[config.mk]
export PLATFORM = sky130hd
export DESIGN_NAME = dense_layer
export DESIGN_NICKNAME = d
export VERILOG_FILES = /design/src/rtl/dense_layer.sv
export SDC_FILE = /design/constraint.sdc
export NUM_CORES = 2
export LEC_CHECK = 0
export BUFFER_PORTS_ARGS = -buffer_cell sky130_fd_sc_hd__buf_4
export CAP_MARGIN = 20
export CORE_ASPECT_RATIO = 1.5
export CORE_MARGIN = 2
export CORE_UTILIZATION = 65
export DETAILED_ROUTE_END_ITERATION = 10
export GPL_ROUTABILITY_DRIVEN = 0
export HOLD_SLACK_MARGIN = 0.06
export PLACE_DENSITY = 0.81
export SYNTH_ARGS = -nofsm -noshare
export SYNTH_HDL_FRONTEND = slang
export SYNTH_SLANG_ARGS = --single-unit
[constraint.sdc]
create_clock -name i_clk -period 21.4 [get_ports i_clk]
set_clock_uncertainty 0.1 [all_clocks]
set_input_delay 3.21 -clock i_clk [delete_from_list [all_inputs] [get_ports i_clk]]
set_output_delay 3.21 -clock i_clk [all_outputs]
set_load 0.01 [all_outputs]
[src/rtl/dense_layer.sv]
// Streaming fully connected layer: accumulates N_INPUTS fixed-point samples into one
// weighted sum per neuron, then presents rounded, saturated (optionally ReLU) results.
module dense_layer #(
    parameter int INTEGER_BITS     = 9,
    parameter int FIXED_POINT_BITS = 4,
    parameter int N_INPUTS         = 36,
    parameter int N_NEURONS        = 2,
    parameter int RELU_EN          = 1,
    localparam int W  = INTEGER_BITS + FIXED_POINT_BITS,
    localparam int NW = (N_NEURONS > 1) ? $clog2(N_NEURONS) : 1,
    localparam int IW = $clog2(N_INPUTS + 1)
) (
    input  logic                   i_clk,
    input  logic                   i_reset_n,
    input  logic signed [W-1:0]    in_data,
    input  logic                   in_valid,
    output logic                   in_ready,
    input  logic                   coef_wr_en,
    input  logic [NW-1:0]          coef_neuron,
    input  logic [IW-1:0]          coef_index,
    input  logic signed [W-1:0]    coef_data,
    output logic                   busy,
    output logic [W*N_NEURONS-1:0] neurons,
    output logic                   output_valid,
    input  logic                   output_ready
);

    localparam int F  = FIXED_POINT_BITS;
    localparam int CW = (N_INPUTS > 1) ? $clog2(N_INPUTS) : 1;
    localparam int AW = 2 * W + $clog2(N_INPUTS + 1);

    localparam logic [CW-1:0]        LAST    = CW'(N_INPUTS - 1);
    localparam logic signed [AW-1:0] ROUND   = (AW'(1) << F) >> 1;
    localparam logic signed [AW-1:0] SAT_MAX = {{(AW - W + 1){1'b0}}, {(W - 1){1'b1}}};
    localparam logic signed [AW-1:0] SAT_MIN = {{(AW - W + 1){1'b1}}, {(W - 1){1'b0}}};

    typedef enum logic {
        ACCUM,
        OUT
    } state_t;

    state_t        state_q, state_d;
    logic [CW-1:0] cnt_q;
    logic          take;
    logic          coef_ok;

    // Power-up contents are the configuration default of zero.
    logic signed [W-1:0] weight_mem [2**NW][2**CW];
    logic signed [W-1:0] bias_mem   [2**NW];

    function automatic logic signed [AW-1:0] bias_ext(input logic signed [W-1:0] b);
        return $signed({{(AW - W){b[W-1]}}, b}) <<< F;
    endfunction

    function automatic logic signed [AW-1:0] mac(input logic signed [AW-1:0] base,
                                                 input logic signed [W-1:0]  w,
                                                 input logic signed [W-1:0]  x);
        logic signed [2*W-1:0] prod;
        prod = $signed({{W{w[W-1]}}, w}) * $signed({{W{x[W-1]}}, x});
        return base + $signed({{(AW - 2 * W){prod[2*W-1]}}, prod});
    endfunction

    // Round half up, drop the fraction, clamp to the word range, then optional ReLU.
    function automatic logic [W-1:0] quantize(input logic signed [AW-1:0] acc);
        logic signed [AW-1:0] scaled;
        logic [W-1:0]         q;
        scaled = (acc + ROUND) >>> F;
        if (scaled > SAT_MAX)      q = SAT_MAX[W-1:0];
        else if (scaled < SAT_MIN) q = SAT_MIN[W-1:0];
        else                       q = scaled[W-1:0];
        if (RELU_EN != 0 && q[W-1]) q = '0;
        return q;
    endfunction

    assign in_ready     = (state_q == ACCUM);
    assign output_valid = (state_q == OUT);
    assign busy         = (cnt_q != '0) || (state_q == OUT);
    assign take         = in_valid && in_ready;
    assign coef_ok      = coef_wr_en && !busy &&
                          (int'(coef_neuron) < N_NEURONS) && (int'(coef_index) <= N_INPUTS);

    always_comb begin
        state_d = state_q;
        case (state_q)
            ACCUM:   if (take && cnt_q == LAST) state_d = OUT;
            OUT:     if (output_ready) state_d = ACCUM;
            default: state_d = ACCUM;
        endcase
    end

    // NOTE: all sequential state uses non-blocking assignments so every register
    // samples pre-edge values; reset is asynchronous and acts without a clock.
    always_ff @(posedge i_clk or negedge i_reset_n) begin
        if (!i_reset_n) begin
            state_q <= ACCUM;
            cnt_q   <= '0;
        end else begin
            state_q <= state_d;
            if (take) cnt_q <= (cnt_q == LAST) ? '0 : cnt_q + CW'(1);
        end
    end

    // NOTE: coefficient storage deliberately has no reset so it maps onto plain RAM
    // and survives a reset of the datapath.
    always_ff @(posedge i_clk) begin
        if (coef_ok) begin
            if (int'(coef_index) == N_INPUTS) bias_mem[coef_neuron] <= coef_data;
            else weight_mem[coef_neuron][coef_index[CW-1:0]] <= coef_data;
        end
    end

    for (genvar k = 0; k < N_NEURONS; k++) begin : g_neuron
        logic signed [AW-1:0] acc_q;
        logic signed [AW-1:0] acc_d;
        logic [W-1:0]         result_q;

        // The first sample of a frame starts from the bias instead of the old sum.
        assign acc_d = mac((cnt_q == '0) ? bias_ext(bias_mem[k]) : acc_q,
                           weight_mem[k][cnt_q], in_data);

        always_ff @(posedge i_clk or negedge i_reset_n) begin
            if (!i_reset_n) begin
                acc_q    <= '0;
                result_q <= '0;
            end else if (take) begin
                acc_q <= acc_d;
                if (cnt_q == LAST) result_q <= quantize(acc_d);
            end
        end

        assign neurons[W*k +: W] = result_q;
    end

endmodule
=== Word level (Yosys, flattened, before mapping) ===
Memory sizes are Yosys's and may differ from the RTL's.
Cells that the tools add are included.

* Multipliers: 2
* Add/subtract/negate cells: 5
* Bitwise gates (word level): 3
* Order comparisons: 8
* Eq/ne operators: 2
* Mux-type cells: 30
* Reduce and logical (&&, ||, !) cells: 10

{| class="wikitable"
|+ Operators by type and width
! operator !! count
|-
| 2-to-1 mux 832 bit || 1
|-
| 2-to-1 mux 13 bit || 13
|-
| binary-select mux 13 bit (select 6 bit) || 2
|-
| demux 13 bit (select 6 bit) || 1
|-
| adder 32 x 26 -> 32 bit || 2
|-
| adder 32 x 5 -> 32 bit (second input constant) || 2
|-
| 2-to-1 mux 32 bit || 2
|-
| greater-than comparator 28 x 13 -> 1 bit (second input constant) || 2
|-
| < comparator 28 x 13 -> 1 bit (second input constant) || 2
|-
| multiplier 13 x 13 -> 26 bit || 2
|-
| 2-to-1 mux 12 bit || 2
|-
| greater-or-equal comparator 7 bit (second input constant) || 2
|-
| NOT 6 -> 7 bit || 2
|-
| equality test 6 bit (second input constant) || 2
|-
| < comparator 7 x 1 -> 1 bit (second input constant) || 1
|-
| 2-to-1 mux 1 bit || 7
|-
| adder 6 x 1 -> 6 bit (second input constant) || 1
|-
| less-or-equal comparator 6 bit (second input constant) || 1
|-
| zero test 6 bit || 1
|-
| 2-to-1 mux 6 bit || 1
|-
| nonzero test 6 bit || 1
|-
| logical AND 1 bit || 5
|-
| case mux 1 bit (2 select lines) || 1
|-
| AND reduction 2 bit || 1
|-
| other kinds (3) || 3
|}

* Flip-flop bits (word level): 97
* Logic and storage cells: 68
* Memory bits (writable): 1690
* Input port bits: 38
* Output and inout bits: 29
* Memories: 2

{| class="wikitable"
|+ Memory list
! name !! words !! width !! rd ports !! clocked after Yosys merged registers in !! wr ports !! RTL line !! RTL
|-
| weight_mem || 2 || 832 || 2 || 0 || 1 || 48 || <nowiki>logic signed [W-1:0] weight_mem [2**NW][2**CW];</nowiki>
|-
| bias_mem || 2 || 13 || 2 || 0 || 1 || 49 || <nowiki>logic signed [W-1:0] bias_mem [2**NW];</nowiki>
|}

=== Depth between registers and ports, before layout ===
* Depth in word-level cells: 13
* Gate-level depth with buffers: 37
* Depth with buffers taken out: 31

=== Worst setup path after synthesis ===
No wires, ideal clock.

* Kind: register -> register
* From: register cnt_q[0]
* To: register g_neuron[1].result_q[0]
* Required time: 21158 ps
* Setup time: 142 ps
* Cell stages (with the launch flop): 34
* Arrival: 10661 ps
* Buffers on the path: 7
* Setup slack: 10497 ps
* Cell sequence: dfrtp_1 > buf_2 > buf_2 > clkbuf_1 > clkbuf_1 > buf_1 > mux4_2 > mux4_2 > mux4_2 > clkbuf_1 > and2_1 > fa_1 > inv_1 > fa_1 > inv_1 > fa_1 > fa_1 > fa_1 > inv_1 > fa_1 > inv_1 > ha_1 > a2111oi_1 > o21ai_2 > a41oi_1 > xor2_1 > nor3_4 > or4b_4 > or4_4 > or4_1 > a22o_1 > a22oi_2 > buf_6 > a31oi_1

* Longest elaborated chain between the ends: 13
* Elaborated cells between the ends (all ways): 18
* Those cells by class: add/sub (2); mul (1); order compare (2); eq/ne (1); mux (9); bitwise (1); reduce/logical (2)

{| class="wikitable"
|+ Ends and longest elaborated chain
! item !! RTL line !! RTL
|-
| start: declaration || 43 || <nowiki>logic [CW-1:0] cnt_q;</nowiki>
|-
| start signal: assignment || 99 || <nowiki>if (take) cnt_q <= (cnt_q == LAST) ? '0 : cnt_q + CW'(1);</nowiki>
|-
| NOT 6 -> 7 bit (not written as such) || 119 || <nowiki>weight_mem[k][cnt_q], in_data);</nowiki>
|-
| binary-select mux 13 bit (select 6 bit) || 119 ||
|-
| 2-to-1 mux 13 bit (not written as such) (2 in series) || 119 ||
|-
| multiplier 13 x 13 -> 26 bit || 59 || <nowiki>prod = $signed({{W{w[W-1]}}, w}) * $signed({{W{x[W-1]}}, x});</nowiki>
|-
| adder 32 x 26 -> 32 bit || 60 || <nowiki>return base + $signed({{(AW - 2 * W){prod[2*W-1]}}, prod});</nowiki>
|-
| adder 32 x 5 -> 32 bit || 67 || <nowiki>scaled = (acc + ROUND) >>> F;</nowiki>
|-
| < comparator 28 x 13 -> 1 bit || 69 || <nowiki>else if (scaled < SAT_MIN) q = SAT_MIN[W-1:0];</nowiki>
|-
| 2-to-1 mux 13 bit || 69 ||
|-
| 2-to-1 mux 13 bit || 68 || <nowiki>if (scaled > SAT_MAX) q = SAT_MAX[W-1:0];</nowiki>
|-
| 2-to-1 mux 13 bit || 127 || <nowiki>if (cnt_q == LAST) result_q <= quantize(acc_d);</nowiki>
|-
| 2-to-1 mux 13 bit || 125 || <nowiki>end else if (take) begin</nowiki>
|-
| 2-to-1 mux 12 bit || 71 || <nowiki>if (RELU_EN != 0 && q[W-1]) q = '0;</nowiki>
|-
| end signal: assignment || 127 ||
|-
| end: declaration || 115 || <nowiki>logic [W-1:0] result_q;</nowiki>
|}

Several ways; a longest one is shown, not always the timed one. The select of a mux whose other input is x is not followed.
A chain may end at the register's enable or synchronous reset.

=== Final worst setup path ===
* From: register cnt_q[0]
* To: register g_neuron[0].result_q[3]

* Longest elaborated chain between the ends: 13
* Elaborated cells between the ends (all ways): 18
* Those cells by class: add/sub (2); mul (1); order compare (2); eq/ne (1); mux (9); bitwise (1); reduce/logical (2)

{| class="wikitable"
|+ Ends and longest elaborated chain
! item !! RTL line
|-
| NOT 6 -> 7 bit (not written as such) || 119
|-
| binary-select mux 13 bit (select 6 bit) || 119
|-
| 2-to-1 mux 13 bit (not written as such) (2 in series) || 119
|-
| multiplier 13 x 13 -> 26 bit || 59
|-
| adder 32 x 26 -> 32 bit || 60
|-
| adder 32 x 5 -> 32 bit || 67
|-
| < comparator 28 x 13 -> 1 bit || 69
|-
| 2-to-1 mux 13 bit || 69
|-
| 2-to-1 mux 13 bit || 68
|-
| 2-to-1 mux 13 bit || 127
|-
| 2-to-1 mux 13 bit || 125
|-
| 2-to-1 mux 12 bit || 71
|-
| end signal: assignment || 127
|-
| end: declaration || 115
|}

Several ways; a longest one is shown, not always the timed one. The select of a mux whose other input is x is not followed.

==> impl_metrics.csv <==
group,metric,value,unit
sta,worst-slew-pin-transition,1240,ps
worst_setup_path,critPathMostFrequentCell,"fa_1",
cells_and_area,layout.cells.non_filler,7822,
global_routing,antenna_found_initial,13,
routing,route.detailed.wl_per_inst,28.0,microns
cells_and_area,total_area_of_multi_input_combinational_cells,34600,sq um
logic_synthesis,synth_area,87800,sq um
global_routing,globalRoute.totalOverflow,0,
worst_setup_path,crit_path_max_fanout,50,
cts,number_of_buffers_added_by_the_clock_tree_synthesis_step,157,
logic_synthesis,ys_warn_count,0,
logic_synthesis,synth.avg_cell_area,17.0,sq um
worst_setup_path,worst_setup_path_start_kind,"flip-flop",
logic_synthesis,ys_dominant_reg_cell,"edfxtp_1",
cells_and_area,drive_gt1_share,16.5,%
routing,finalWirelength,219,mm
worst_setup_path,critical_path.reg2reg.startpoint,"cnt_q[0]",
die,core_area,134000,sq um
sta,timing.final.crit_share,63.2,%
routing,drtAntennaViolNets,0,
cts,clkSinkCount,1785,
global_routing,vias_in_the_first_global_route,52884,
cts,cts_tree,"yes",
logic_synthesis,part_of_the_yosys_area_used_for_sequential_elements,60.5,%
cts,ctsHtreeMaxLevel,4,
worst_hold_path,hold_class,"reg2reg",
placed_design,post-place-ws,7780,ps
cts,cts.reportedPaths.clkPinSlew,60,ps
placed_design,dp.cells,7537,
routing,drc_errors,0,
logic_synthesis,count_leader_synth,"edfxtp_1",
worst_setup_path,crit_path_top_delay_cell,"a2111oi_2",
sta,final_period_minus_worst_setup_slack,13530,ps
sta,final-max-slew-violation-count,0,
cells_and_area,seq_area,53100,sq um
sta,slew_headroom,17.1,%
outcome,status,"completed",
cells_and_area,synthToLayoutAreaGrowth,11.7,%
worst_setup_path,critPathKind,"reg2reg",
worst_setup_path,timing.critical_path.to,"g_neuron[0].result_q[3]",
placed_design,hpwl,128,mm
logic_synthesis,synth_cell_types,96,
sta,hold_violation_total_from_the_final_report,0,
routing,via_count,49554,
cts,clockRootBuffer,"clkbuf_16",
worst_setup_path,cp_slowest_stage_delay,990,ps
cells_and_area,fin_nets,6620,
cells_and_area,fill_cells,7583,
die,start_util,65.3,%
global_routing,grt_max_degree,113,
logic_synthesis,syn-instance-count,5153,
global_routing,groute.usage.overall,32.7,%
worst_setup_path,r2r_end,"g_neuron[0].result_q[3]",
routing,drt-vias-per-instance,6.34,
sta,setup_viol_count_final,0,
die,placementRows,165,
die,dieArea,138000,sq um
logic_synthesis,yosys-top-cells-area,"edfxtp_1 58%, mux4_2 14%, fa_1 10%",
worst_setup_path,worstPathRequired,21910,ps
placed_design,portBuffers,64,
cells_and_area,layout.core_utilization,73.0,%
sta,grt_setup_unrepaired,"no",
sta,maxClockFrequency,73.9,MHz
cts,clock_network_latency_to_the_later_pin_of_the_worst_skew_pair,790,ps
cts,hold_buffers,0,
worst_setup_path,setup_crit_start,"cnt_q[0]",
logic_synthesis,postSynth.asyncResetShare,5.32,%
cts,cts.path.max_buffers,3,
die,vertical_die_dimension,454,microns
die,ios,67,
cts,post_cts_setup_repair_buffer_count,0,
logic_synthesis,synth_largest_type_area_fraction,57.8,%
routing,drtIter0Drc,5725,
logic_synthesis,synth_top_cell_by_area,"edfxtp_1",
global_routing,grt_pass1_wl,331,mm
die,overall_die_width,304,microns
routing,detailedRoute.firstPassIterationCount,9,
logic_synthesis,number_of_enable_flip_flop_cells_after_synthesis,1690,
sta,setup_tns,0,ps
logic_synthesis,synth.ff_latch_count,1785,
run,maxCapViolCount,0,
cts,postCtsResizedCells,0,
worst_setup_path,reg2reg_slack,7870,ps
worst_setup_path,r2r_cells,29,
sta,setup_ws,7870,ps
logic_synthesis,synth_top_cells_by_count,"1690 x edfxtp_1, 534 x inv_1, 529 x mux4_2, 450 x fa_1, 314 x nand2_1",
worst_setup_path,worstSetupEndpointType,"flip-flop",
worst_setup_path,cp.arrival,14040,ps
[worst max-delay path, delay by kind of cell, from the launching register on]
| kind | cells | cell delay [ps] |
|---|---|---|
| fa+ha+maj | 7 | 3400 |
| flops | 1 | 860 |
| xor+xnor | 1 | 120 |
| buf+inv | 7 | 2770 |
| compound gates | 4 | 1950 |
| mux | 3 | 1930 |
| simple gates | 7 | 2110 |
[kinds of logic after synthesis]
kind of cell	after synthesis	share of synthesized area [%]
flops	1785	60.5
simple gates	902	5.14
buf+inv	773	3.35
fa+ha+maj	636	12.9
mux	579	14.2
compound gates	391	3.06
xor+xnor	86	0.866
other cells	1	0.00427
[sequential cells by signal, summed over array words and instances, names as in the netlist]
name               cells
output_valid           1
g_neuron.acc_q        64
bias_mem              26
g_neuron.result_q     24
cnt_q                  6
weight_mem          1664
[how the worst min path moves through the flow]
stage,depth (start not counted),slack (ps),start,to
2_1_floorplan,2,340,g_neuron[0].acc_q[0],g_neuron[0].acc_q[0]
3_3_place_gp,2,350,g_neuron[0].acc_q[0],g_neuron[0].acc_q[0]
3_5_place_dp,2,350,g_neuron[0].acc_q[0],g_neuron[0].acc_q[0]
4_1_cts,2,370,g_neuron[0].acc_q[0],g_neuron[0].acc_q[0]
5_1_grt,2,400,g_neuron[1].acc_q[3],g_neuron[1].acc_q[3]
6_report,2,360,g_neuron[0].acc_q[0],g_neuron[0].acc_q[0]
[layout make-up]
type / instances / share of cell area, %
multi-input cells: 3324 / 35.3
diodes: 4 / 0.0102
clock buffers: 196 / 4.26
well taps: 1753 / 2.24
clock inverters: 82 / 0.786
flip-flops and latches: 1785 / 54.2
repair buffers: 143 / 1.15
inverters: 535 / 2.05
[through the flow]
stage | area [sq um] | hold WS, ps
4_1_cts | 98000 | 369
3_3_place_gp | 93000 | 349
6_report | 98100 | 364
5_1_grt | 98100 | 396
2_1_floorplan | 90600 | 337
3_5_place_dp | 93100 | 355
[cell usage in the layout (no fill, tap or decap), types with 10 or more instances in the layout]
cell,Yosys,routed
conb_1,1,730
a211oi_1,11,11
a21o_1,60,60
clkinv_1,0,26
o21ai_0,82,82
a22oi_1,11,11
nor2b_1,22,21
fa_1,450,450
nand2_1,314,313
nand4_1,22,22
xnor2_1,57,57
xor2_1,28,28
a31oi_1,19,19
buf_4,3,136
nor4_1,18,18
o211ai_1,16,16
a311oi_1,13,13
inv_1,534,534
and3_1,16,16
clkinv_2,0,28
clkbuf_1,178,34
nor2_2,0,47
bufinv_16,0,12
nand2b_1,12,12
a21oi_1,68,68
mux2_2,26,26
ha_1,186,186
mux2i_1,24,24
o31ai_1,10,10
edfxtp_1,1690,1690
nand3_1,42,42
nor2_1,162,115
nor3_1,20,19
or3_1,13,13
and2_1,205,205
or4_1,11,11
mux4_2,529,529
dfrtp_1,95,90
clkbuf_16,0,162
[per-layer routing]
metal / vias to the layer above / GRT usage (%) / part of all wire [%]
met5: - / 0 / 0.032
met4: 12 / 15.4 / 5.2
met3: 778 / 6.42 / 8.7
met2: 3066 / 57.3 / 52
met1: 25561 / 39.6 / 34
li1: 20137 / - / -
Power is left out: the tool's default activity adds up to more than one toggle a clock period on the data nets, which glitch-free logic cannot reach.
